--- src/rtl/selfadd_pkg.sv ---
// Shared definitions for the self-accumulating lane bank.
// Contents:
//   MODE_WRAP / MODE_USAT / MODE_SSAT : arithmetic mode selectors
//   sat_sel_e                         : which value a lane writes back
//   sat_t                             : overflow flag plus result selector
//   sat_result()                      : per-mode overflow/saturation decision
// The decision works on carry and sign bits only, so one function serves
// every lane width. Each lane builds its own width-specific constants.
package selfadd_pkg;

  localparam int MODE_WRAP = 0;
  localparam int MODE_USAT = 1;
  localparam int MODE_SSAT = 2;

  typedef enum logic [1:0] {
    SEL_RAW  = 2'd0,  // low WIDTH bits of the sum
    SEL_UMAX = 2'd1,  // all ones
    SEL_SMAX = 2'd2,  // 0x7F..F
    SEL_SMIN = 2'd3   // 0x80..0
  } sat_sel_e;

  typedef struct packed {
    logic     ovf;
    sat_sel_e sel;
  } sat_t;

  // carry  : bit WIDTH of the zero-extended sum
  // sign_* : MSBs of operand a, operand b and the truncated result
  function automatic sat_t sat_result(int mode, logic carry, logic sign_a,
                                      logic sign_b, logic sign_r);
    sat_t r;
    r.ovf = 1'b0;
    r.sel = SEL_RAW;
    case (mode)
      MODE_USAT: begin
        r.ovf = carry;
        r.sel = carry ? SEL_UMAX : SEL_RAW;
      end
      MODE_SSAT: begin
        r.ovf = (sign_a == sign_b) && (sign_r != sign_a);
        if (r.ovf) r.sel = sign_a ? SEL_SMIN : SEL_SMAX;
      end
      default: begin
        r.ovf = carry;
        r.sel = SEL_RAW;
      end
    endcase
    return r;
  endfunction

endpackage

--- src/rtl/selfadd_accum_lanes_if.sv ---
// Handshake and result bus of the self-accumulating lane bank.
// Signals:
//   in_valid / in_ready / in_data : input vector transfer (lane i at [i*WIDTH +: WIDTH])
//   out_data                      : registered accumulator contents
//   out_valid                     : one-cycle pulse after an accumulator update
//   ovf                           : sticky per-lane overflow flags
//   acc_cnt                       : saturating count of accumulations since clear
// master = the feeding datapath, slave = the accumulator bank.
interface selfadd_accum_lanes_if #(
  parameter int LANES = 2,
  parameter int WIDTH = 16,
  parameter int CNT_W = 8
);

  logic                     in_valid;
  logic                     in_ready;
  logic [LANES*WIDTH-1:0]   in_data;
  logic [LANES*WIDTH-1:0]   out_data;
  logic                     out_valid;
  logic [LANES-1:0]         ovf;
  logic [CNT_W-1:0]         acc_cnt;

  modport master (
    output in_valid, in_data,
    input  in_ready, out_data, out_valid, ovf, acc_cnt
  );

  modport slave (
    input  in_valid, in_data,
    output in_ready, out_data, out_valid, ovf, acc_cnt
  );

endinterface

--- src/rtl/selfadd_lane.sv ---
// One accumulator lane: operand capture, adder with mode logic, ADD_LAT-deep
// result pipeline, accumulator register and sticky overflow bit.
// Ports:
//   clk, rst (sync, active-low), clr (sync user clear, active-high)
//   take   : capture din and the current accumulator as operands
//   commit : write the pipeline output into acc / ovf on this edge
//   din    : lane input
//   acc    : accumulator value
//   ovf    : sticky overflow flag
module selfadd_lane
  import selfadd_pkg::*;
#(
  parameter int WIDTH   = 16,
  parameter int ADD_LAT = 2,
  parameter int MODE    = MODE_WRAP
) (
  input  logic             clk,
  input  logic             rst,
  input  logic             clr,
  input  logic             take,
  input  logic             commit,
  input  logic [WIDTH-1:0] din,
  output logic [WIDTH-1:0] acc,
  output logic             ovf
);

  localparam logic [WIDTH-1:0] SMAX = {1'b0, {(WIDTH-1){1'b1}}};
  localparam logic [WIDTH-1:0] SMIN = {1'b1, {(WIDTH-1){1'b0}}};

  logic [WIDTH-1:0] op_a;
  logic [WIDTH-1:0] op_b;
  logic [WIDTH:0]   sum;
  sat_t             sat;
  logic [WIDTH-1:0] res_c;
  logic [WIDTH-1:0] fin_res;
  logic             fin_ovf;

  // Stage 0. The snapshot of acc is safe because the top never accepts a
  // new vector while an earlier one is still in the pipeline.
  always_ff @(posedge clk) begin
    if (take) begin
      op_a <= din;
      op_b <= acc;
    end
  end

  assign sum = {1'b0, op_a} + {1'b0, op_b};
  assign sat = sat_result(MODE, sum[WIDTH], op_a[WIDTH-1], op_b[WIDTH-1], sum[WIDTH-1]);

  always_comb begin
    res_c = sum[WIDTH-1:0];
    case (sat.sel)
      SEL_UMAX: res_c = '1;
      SEL_SMAX: res_c = SMAX;
      SEL_SMIN: res_c = SMIN;
      default:  res_c = sum[WIDTH-1:0];
    endcase
  end

  // Remaining ADD_LAT-1 stages carry {ovf, result}. They need no reset:
  // nothing leaves them unless commit is raised by the top's busy counter,
  // which reset and clear zero.
  if (ADD_LAT == 1) begin : g_direct
    assign fin_res = res_c;
    assign fin_ovf = sat.ovf;
  end else begin : g_pipe
    logic [WIDTH:0] pipe_q [ADD_LAT-1];

    always_ff @(posedge clk) begin
      pipe_q[0] <= {sat.ovf, res_c};
      for (int k = 1; k < ADD_LAT-1; k++) pipe_q[k] <= pipe_q[k-1];
    end

    assign {fin_ovf, fin_res} = pipe_q[ADD_LAT-2];
  end

  always_ff @(posedge clk) begin
    if (!rst || clr) begin
      acc <= '0;
      ovf <= 1'b0;
    end else if (commit) begin
      acc <= fin_res;
      ovf <= ovf | fin_ovf;
    end
  end

endmodule

--- src/rtl/selfadd_accum_lanes.sv ---
// Multi-lane self-accumulating register bank. Every accepted input vector is
// added lane-by-lane into the accumulators through an ADD_LAT-deep adder.
// Ports:
//   clk     : clock, rising edge
//   rst     : synchronous reset, active-low
//   usr_clr : synchronous user clear, active-high
//   bus     : slave side of selfadd_accum_lanes_if (handshake + results)
// The handshake, busy down-counter, out_valid pulse and acc_cnt live here;
// arithmetic and overflow tracking live in selfadd_lane.
module selfadd_accum_lanes
  import selfadd_pkg::*;
#(
  parameter int LANES   = 2,
  parameter int WIDTH   = 16,
  parameter int ADD_LAT = 2,
  parameter int MODE    = MODE_WRAP,
  parameter int CNT_W   = 8
) (
  input  logic                  clk,
  input  logic                  rst,
  input  logic                  usr_clr,
  selfadd_accum_lanes_if.slave  bus
);

  localparam int BW = $clog2(ADD_LAT + 1);

  logic [BW-1:0]          busy_cnt;
  logic                   take;
  logic                   commit;
  logic                   out_valid;
  logic [CNT_W-1:0]       acc_cnt;
  logic [LANES-1:0]       ovf_l;
  logic [LANES*WIDTH-1:0] acc_flat;

  // A single vector in flight at a time removes the read-after-write
  // hazard on the accumulator without a bypass path.
  assign bus.in_ready = rst && !usr_clr && (busy_cnt == '0);
  assign take         = bus.in_valid && bus.in_ready;
  // Terminal count: the edge that takes busy_cnt from 1 to 0 is E0+ADD_LAT.
  assign commit       = (busy_cnt == BW'(1));

  for (genvar i = 0; i < LANES; i++) begin : g_lane
    selfadd_lane #(
      .WIDTH   (WIDTH),
      .ADD_LAT (ADD_LAT),
      .MODE    (MODE)
    ) u_lane (
      .clk    (clk),
      .rst    (rst),
      .clr    (usr_clr),
      .take   (take),
      .commit (commit),
      .din    (bus.in_data[i*WIDTH +: WIDTH]),
      .acc    (acc_flat[i*WIDTH +: WIDTH]),
      .ovf    (ovf_l[i])
    );
  end

  always_ff @(posedge clk) begin
    if (!rst || usr_clr) begin
      busy_cnt  <= '0;
      out_valid <= 1'b0;
      acc_cnt   <= '0;
    end else begin
      out_valid <= commit;
      if (take) begin
        busy_cnt <= BW'(ADD_LAT);
      end else if (busy_cnt != '0) begin
        busy_cnt <= busy_cnt - BW'(1);
      end
      if (commit && (acc_cnt != '1)) begin
        acc_cnt <= acc_cnt + CNT_W'(1);
      end
    end
  end

  assign bus.out_data  = acc_flat;
  assign bus.out_valid = out_valid;
  assign bus.ovf       = ovf_l;
  assign bus.acc_cnt   = acc_cnt;

endmodule

--- src/flat_wrapper.sv ---
// flat-port wrapper written by rule: the top's interface ports become plain ports
module selfadd_accum_lanes_flat import selfadd_pkg::*;
#(
  parameter int LANES   = 2,
  parameter int WIDTH   = 16,
  parameter int ADD_LAT = 2,
  parameter int MODE    = MODE_WRAP,
  parameter int CNT_W   = 8
)
  (clk, rst, usr_clr, bus_in_valid, bus_in_data, bus_in_ready, bus_out_data, bus_out_valid, bus_ovf, bus_acc_cnt);
  selfadd_accum_lanes_if #(.LANES(LANES), .WIDTH(WIDTH), .CNT_W(CNT_W)) bus_i ();
  input  logic clk;
  input  logic rst;
  input  logic usr_clr;
  input wire logic [$bits(bus_i.in_valid)-1:0] bus_in_valid;
  input wire logic [$bits(bus_i.in_data)-1:0] bus_in_data;
  output wire logic [$bits(bus_i.in_ready)-1:0] bus_in_ready;
  output wire logic [$bits(bus_i.out_data)-1:0] bus_out_data;
  output wire logic [$bits(bus_i.out_valid)-1:0] bus_out_valid;
  output wire logic [$bits(bus_i.ovf)-1:0] bus_ovf;
  output wire logic [$bits(bus_i.acc_cnt)-1:0] bus_acc_cnt;
  assign bus_i.in_valid = bus_in_valid;
  assign bus_i.in_data = bus_in_data;
  assign bus_in_ready = bus_i.in_ready;
  assign bus_out_data = bus_i.out_data;
  assign bus_out_valid = bus_i.out_valid;
  assign bus_ovf = bus_i.ovf;
  assign bus_acc_cnt = bus_i.acc_cnt;
  selfadd_accum_lanes #(.LANES(LANES), .WIDTH(WIDTH), .ADD_LAT(ADD_LAT), .MODE(MODE), .CNT_W(CNT_W)) u_core (.clk(clk), .rst(rst), .usr_clr(usr_clr), .bus(bus_i));
endmodule
--- config.mk ---
export PLATFORM = sky130hd
export DESIGN_NAME = selfadd_accum_lanes_flat
export DESIGN_NICKNAME = d
export VERILOG_FILES = /design/src/rtl/selfadd_pkg.sv /design/src/rtl/selfadd_accum_lanes_if.sv /design/src/rtl/selfadd_lane.sv /design/src/rtl/selfadd_accum_lanes.sv /design/src/flat_wrapper.sv
export SDC_FILE = /design/constraint.sdc
export NUM_CORES = 1
export LEC_CHECK = 0
export BUFFER_PORTS_ARGS = -buffer_cell sky130_fd_sc_hd__buf_2
export CAP_MARGIN = 20
export CORE_ASPECT_RATIO = 0.7
export CORE_MARGIN = 2
export CORE_UTILIZATION = 40
export DETAILED_ROUTE_END_ITERATION = 7
export SYNTH_ARGS = -nofsm -noshare
export SYNTH_HDL_FRONTEND = slang
export SYNTH_HIERARCHICAL = 1
export SYNTH_SLANG_ARGS = --single-unit
--- constraint.sdc ---
create_clock -name clk -period 14.2 [get_ports clk]
set_input_delay 2.13 -clock clk [delete_from_list [all_inputs] [get_ports clk]]
set_output_delay 2.13 -clock clk [all_outputs]
set_load 0.05 [all_outputs]
==> metrics.csv, run 1 <==
stage,metric,value,unit
placement,gp_congestion,0.798,
global_routing,grt-ovfl-total,0,
synthesis,yosysWarnings,6,
critical_path,cp_data_required_time,12.07,ns
placement,dpl_worst_slack,9.00,ns
synthesis,synthArstFlopShare,0,%
critical_path,crit_path_start_kind,input pin,
clock_tree,clk_pin_slew,0.06,ns
drt,drcViolationCount,0,
clock_tree,cts-root-buf,clkbuf_16,
power_and_ir_drop,p_total,0.970,mW
global_routing,antenna_found_initial,0,
critical_path,worstSetupPathType,in2out,
synthesis,synth_compound_area_share,12.8,%
timing,tightest_slew,0.938,ns
floorplanning,row_count,37,
synthesis,ys_seq_elements,143,
final_layout,fin_nets,632,
power_and_ir_drop,p_leak,2.90,nW
timing,hold_violations,0,
floorplanning,initial_utilization,41.0,%
clock_tree,clockBufferDepth,2,
synthesis,synth_top_cell_by_area,edfxtp_1,
clock_tree,cts_tree,done,
timing,slew_headroom,37.5,%
synthesis,synth_enable_flop_cells,64,
synthesis,netlist.area_leader.share,32.0,%
synthesis,synth_mux_area_share,5.33,%
final_layout,area_delta_synth_final,19.2,%
drt,drt-total-wl,11900,um
drt,drtIter0Drc,236,
synthesis,synth_xor_area_share,3.20,%
timing,drv_slew,0,
synthesis,synthDistinctLibCells,52,
clock_tree,htree_levels,4,
global_routing,grt_pass1_wl,19500,um
status,status,"finished, final reports clean",
synthesis,ys_seq_area_share,58.3,%
placement,place_hpwl,7830,um
critical_path,arrival,3.08,ns
clock_tree,post_cts_resized,0,
timing,fin_crit,5.21,ns
floorplanning,die_w,151,um
timing,min_period_over_period,36.7,%
clock_tree,cts-buffers-inserted,17,
floorplanning,coreArea,14700,um2
timing,fmax,192,MHz
job,maxCapViolations,0,
final_layout,utilization,48.8,%
global_routing,grt_pass1_vias,3838,
floorplanning,dieArea,16000,um2
power_and_ir_drop,power_density,135,nW/um2
final_layout,diodes,0,
power_and_ir_drop,peakVddDrop,65.1,uV
floorplanning,io_pins,80,
synthesis,syn_inst,487,
drt,num_vias,3955,
synthesis,synthAdderAreaFrac,7.53,%
floorplanning,fp.dieH,107,um
synthesis,synthTopCellsByArea,"edfxtp_1 (32%), dfxtp_1 (26%), ha_1 (6.9%), mux2i_1 (5.3%), nor2_1 (2.7%)",
final_layout,fillerInstances,1301,
clock_tree,hold_buffers,0,
final_layout,finalNonFillerCells,769,
critical_path,critical_path.max_fanout,11,
timing,setup_ws,8.99,ns
clock_tree,clock_latency,0.42,ns
final_layout,drive_gt1_share,22.3,%
drt,drtPass1Iterations,4,
synthesis,syn-cell-area,6010,um2
synthesis,synth_flop_cell,dfxtp_1,
timing,rsz0062_at_grt,no,
synthesis,synth_top_family_by_area,compound AO/OA/AOI/OAI gates,
synthesis,synth-simple-area-share,10.1,%
timing,finalClockSkew,0.00904,ns
placement,place_inst,737,
timing,setup_violations,0,
final_layout,most-common-layout-cells,"buf_2 (79), dfxtp_1 (79), edfxtp_1 (64), nor2_1 (44), ha_1 (33)",
drt,ant_nets,0,
synthesis,synth_nets,558,
global_routing,grt_usage,16.0,%
hold_path,hold_class,reg2reg,
drt,wl_per_cell,15.5,um
placement,portBuffers,79,
clock_tree,cts_sinks,143,
synthesis,syn_avg_cell_area,12.3,um2
clock_tree,post-cts-setup-buffers,0,
drt,vias_per_cell,5.14,
global_routing,grt_max_degree,65,
critical_path,cp-end-kind,output port,
timing,fin_setup_tns,0,ns
## per-stage QoR
step	cell area [um2]	hold WS, ns
3_3_place_gp	6540	0.433
5_1_grt	7170	0.469
2_1_floorplan	6010	0.437
6_report	7170	0.455
4_1_cts	7170	0.457
3_5_place_dp	6540	0.440
## kinds of logic (layout without fill, tap and decap cells)
group | after synthesis | count (layout)
DFF | 143 | 143
AOI/OAI and AO/OA | 103 | 103
xor gates and xnor gates | 22 | 22
buffers and inverters | 34 | 121
and+or+nand+nor | 118 | 118
muxes | 32 | 32
adders and majority gates | 35 | 35
## per-layer routing
| layer | track usage (%) | up-vias | routed length [um] |
|---|---|---|---|
| met3 | 5.23 | 18 | 794 |
| li1 | - | 1966 | - |
| met1 | 23.1 | 1860 | 6210 |
| met5 | 0 | - | 0 |
| met4 | 7.14 | 0 | 213 |
| met2 | 21.7 | 111 | 4700 |
## Yosys cell counts (all sizes together), types with 2 or more instances
cell	number
o21bai	4
a2111oi	3
o211a	2
buf	18
a221oi	4
nand3	8
xnor2	12
and2	4
nand2	12
and3	10
nor3b	2
mux2i	32
and4	3
nor4	6
a21o	18
a31oi	3
nand4	5
a41oi	4
o221ai	2
a21oi	23
o211ai	7
nand2b	5
dfxtp	79
nor2b	5
o311ai	4
a211oi	9
o21ai	13
a211o	2
fa	2
nor2	44
clkbuf	7
xor2	10
o311a	2
a311oi	2
ha	33
inv	9
edfxtp	64
nor3	9
## path summary, 6_finish.rpt
path	slack, ns	endpoint	cells after the start	start
worst max-delay path	8.99	bus_in_ready	4	usr_clr
worst min-delay path	0.45	u_core/g_lane[0].u_lane/op_b[4]$_DFFE_PP_	0	u_core/g_lane[0].u_lane/acc[4]$_SDFFE_PP0P_
worst max register to register	11.85	u_core/g_lane[0].u_lane/g_pipe.pipe_q[0][16]$_DFF_P_	7	u_core/g_lane[0].u_lane/op_a[0]$_DFFE_PP_
worst min register to register	0.45	u_core/g_lane[0].u_lane/op_b[4]$_DFFE_PP_	0	u_core/g_lane[0].u_lane/acc[4]$_SDFFE_PP0P_
## registers in the layout, summed over array words and instances, names as in the netlist
name / flops
u_core/g_lane.u_lane/ovf: 2
u_core/bus.acc_cnt: 8
u_core/g_lane.u_lane/op_a: 32
u_core/busy_cnt: 2
u_core/g_lane.u_lane/g_pipe.pipe_q: 34
u_core/bus.out_valid: 1
u_core/g_lane.u_lane/acc: 32
u_core/g_lane.u_lane/op_b: 32
## critical path, cell delays in order
cell	delay, ns
buf_2	0.11
nand2b_1	0.33
nor3_1	0.21
buf_2	0.30
## report_power, final
part	internal [mW]	switching (mW)
clock	0.300	0.168
combinational	0.0213	0.0316
sequential	0.444	0.00476
total	0.766	0.204
## layout make-up
class	instances	area (um2)	share of cell area (%)
Clock inverter	12	183	2.55
Sequential cell	143	3500	48.9
Inverter	9	33.8	0.471
Tap cell	195	244	3.40
Timing Repair Buffer	80	403	5.62
Multi-Input combinational cell	310	2350	32.8
Clock buffer	20	447	6.23
(Power assumes the default switching activity.)
==> run 2, diff against run 1 <==
==> constraint.sdc (replaced) <==
create_clock -name clk -period 5.1 [get_ports clk]
set_input_delay 0.765 -clock clk [delete_from_list [all_inputs] [get_ports clk]]
set_output_delay 0.765 -clock clk [all_outputs]
set_load 0.05 [all_outputs]
==> run 2 against run 1 <==
Against the previous run: non-clock buffer count stayed put; register-to-register slack got worse by 9.1 ns; routed wire length increased by 2.1%; via count rose by 1.1%; cell area increased by 0.19%; sequential share of layout area shrank 0.094 points; sequential power increased to 2.8 times the previous value; critical path depth is the same; global-route usage up 0.29 points; clock skew increased by 0.0019 ns; largest cell class unchanged; largest power group unchanged; highest routed layer unchanged.
==> metrics.csv, run 2 (synthesized netlist as in run 1, its figures left out) <==
stage,metric,value,unit
power_and_ir_drop,pwr-share-seq,46.0,%
clock_tree,hold_buffers,0,
timing,fmax,395,MHz
critical_path,cp-end-kind,output port,
global_routing,grt_usage,16.3,%
floorplanning,row_count,37,
floorplanning,fp.dieH,107,um
placement,placed_area,6550,um2
power_and_ir_drop,swShare,22.0,%
clock_tree,cts_tree,done,
placement,gp_congestion,0.830,
timing,drv_slew,0,
global_routing,grt_max_degree,65,
clock_tree,clk_pin_slew,0.06,ns
clock_tree,cts_sinks,143,
global_routing,grt-ovfl-total,0,
final_layout,diodes,0,
power_and_ir_drop,clock_power_share,48.6,%
clock_tree,clockBufferDepth,2,
timing,tightest_slew,0.901,ns
floorplanning,initial_utilization,41.0,%
placement,portBuffers,79,
power_and_ir_drop,internal_power,2.12,mW
clock_tree,htree_levels,4,
drt,drtPass1Iterations,5,
timing,setup_violations,0,
final_layout,fin_area,7180,um2
timing,rsz0062_at_grt,no,
power_and_ir_drop,p_sw,0.597,mW
drt,num_vias,3998,
critical_path,worstSetupPathType,in2out,
critical_path,crit_path_start_kind,input pin,
critical_path,critical_path.max_fanout,11,
timing,fin_setup_tns,0,ns
job,maxCapViolations,0,
floorplanning,dieArea,16000,um2
power_and_ir_drop,peakVddDrop,220,uV
drt,vias_per_cell,5.20,
critical_path,arrival,1.77,ns
global_routing,grt_pass1_wl,19800,um
timing,hold_violations,0,
final_layout,multi_input_area,2360,um2
clock_tree,post-cts-setup-buffers,0,
timing,setup_ws,2.57,ns
drt,drtIter0Drc,395,
clock_tree,clock_latency,0.43,ns
timing,min_period_over_period,49.7,%
final_layout,drive_gt1_share,22.5,%
final_layout,largest-register,u_core/g_lane.u_lane/g_pipe.pipe_q,
clock_tree,post_cts_resized,0,
final_layout,fin_nets,632,
clock_tree,cts-root-buf,clkbuf_16,
hold_path,hold_class,reg2reg,
timing,slew_headroom,39.9,%
drt,drt-total-wl,12200,um
clock_tree,cts-buffers-inserted,17,
power_and_ir_drop,p_leak,2.89,nW
power_and_ir_drop,pwr-share-comb,5.5,%
global_routing,grt_pass1_vias,3854,
drt,drcViolationCount,0,
final_layout,area_delta_synth_final,19.4,%
power_and_ir_drop,power_density,379,nW/um2
drt,ant_nets,0,
final_layout,fillerInstances,1305,
final_layout,largest_reg_flops,34,
global_routing,antenna_found_initial,0,
status,status,"finished, final reports clean",
final_layout,most-common-layout-cells,"buf_2 (79), dfxtp_1 (79), edfxtp_1 (64), nor2_1 (44), ha_1 (33)",
placement,dpl_worst_slack,2.40,ns
floorplanning,io_pins,80,
critical_path,cp_data_required_time,4.34,ns
placement,place_hpwl,7970,um
drt,wl_per_cell,15.8,um
timing,fin_crit,2.53,ns
floorplanning,die_w,151,um
final_layout,seqCellArea,3500,um2
floorplanning,coreArea,14700,um2
timing,finalClockSkew,0.0110,ns
run 2: per-layer routing:
metal,up-vias,share of wire [%],track usage [%]
met5,-,0,0
met4,0,1.6,7.14
met3,17,5.8,5.87
met2,99,40,21.7
met1,1907,53,23.6
li1,1975,-,-
run 2: layout make-up:
class | instances | area share, %
flip-flops and latches | 143 | 48.8
repair buffers | 80 | 5.61
clock inverters | 15 | 2.91
well taps | 195 | 3.40
multi-input cells | 310 | 32.9
inverters | 9 | 0.471
clock buffers | 17 | 5.93
run 2: power by group through the flow:
stage / clock [mW] / sequential [mW] / combinational [mW]
global route: 1.39 / 1.25 / 0.166
detailed placement: 0 / 1.27 / 0.147
finish: 1.32 / 1.25 / 0.149
floorplan: 0 / 1.28 / 0.104
CTS: 1.35 / 1.25 / 0.149
global placement: 0 / 1.27 / 0.145
run 2: final timing paths:
kind                                          startpoint                                                    to  slack (ns)  cells past startpoint
max                                              usr_clr                                          bus_in_ready        2.57                      4
min          u_core/g_lane[0].u_lane/acc[5]$_SDFFE_PP0P_             u_core/g_lane[0].u_lane/op_b[5]$_DFFE_PP_        0.46                      0
max reg2reg    u_core/g_lane[0].u_lane/op_a[0]$_DFFE_PP_  u_core/g_lane[0].u_lane/g_pipe.pipe_q[0][16]$_DFF_P_        2.79                      7
min reg2reg  u_core/g_lane[0].u_lane/acc[5]$_SDFFE_PP0P_             u_core/g_lane[0].u_lane/op_b[5]$_DFFE_PP_        0.46                      0
run 2: stage by stage:
stage                     utilization [%]  total power [mW]  hold WS [ns]  cells
after floorplan                         -              1.38         0.437    487
after global placement               44.6              1.42         0.433    737
after detailed placement             44.6              1.42         0.438    737
after CTS                            48.9              2.75         0.454    769
after global routing                 48.9              2.81         0.467    769
final                                48.9              2.72         0.455    769
run 2: worst max-delay path, stage by stage:
cell	delay, ns
buf_2	0.11
nand2b_1	0.35
nor3_1	0.24
buf_2	0.30
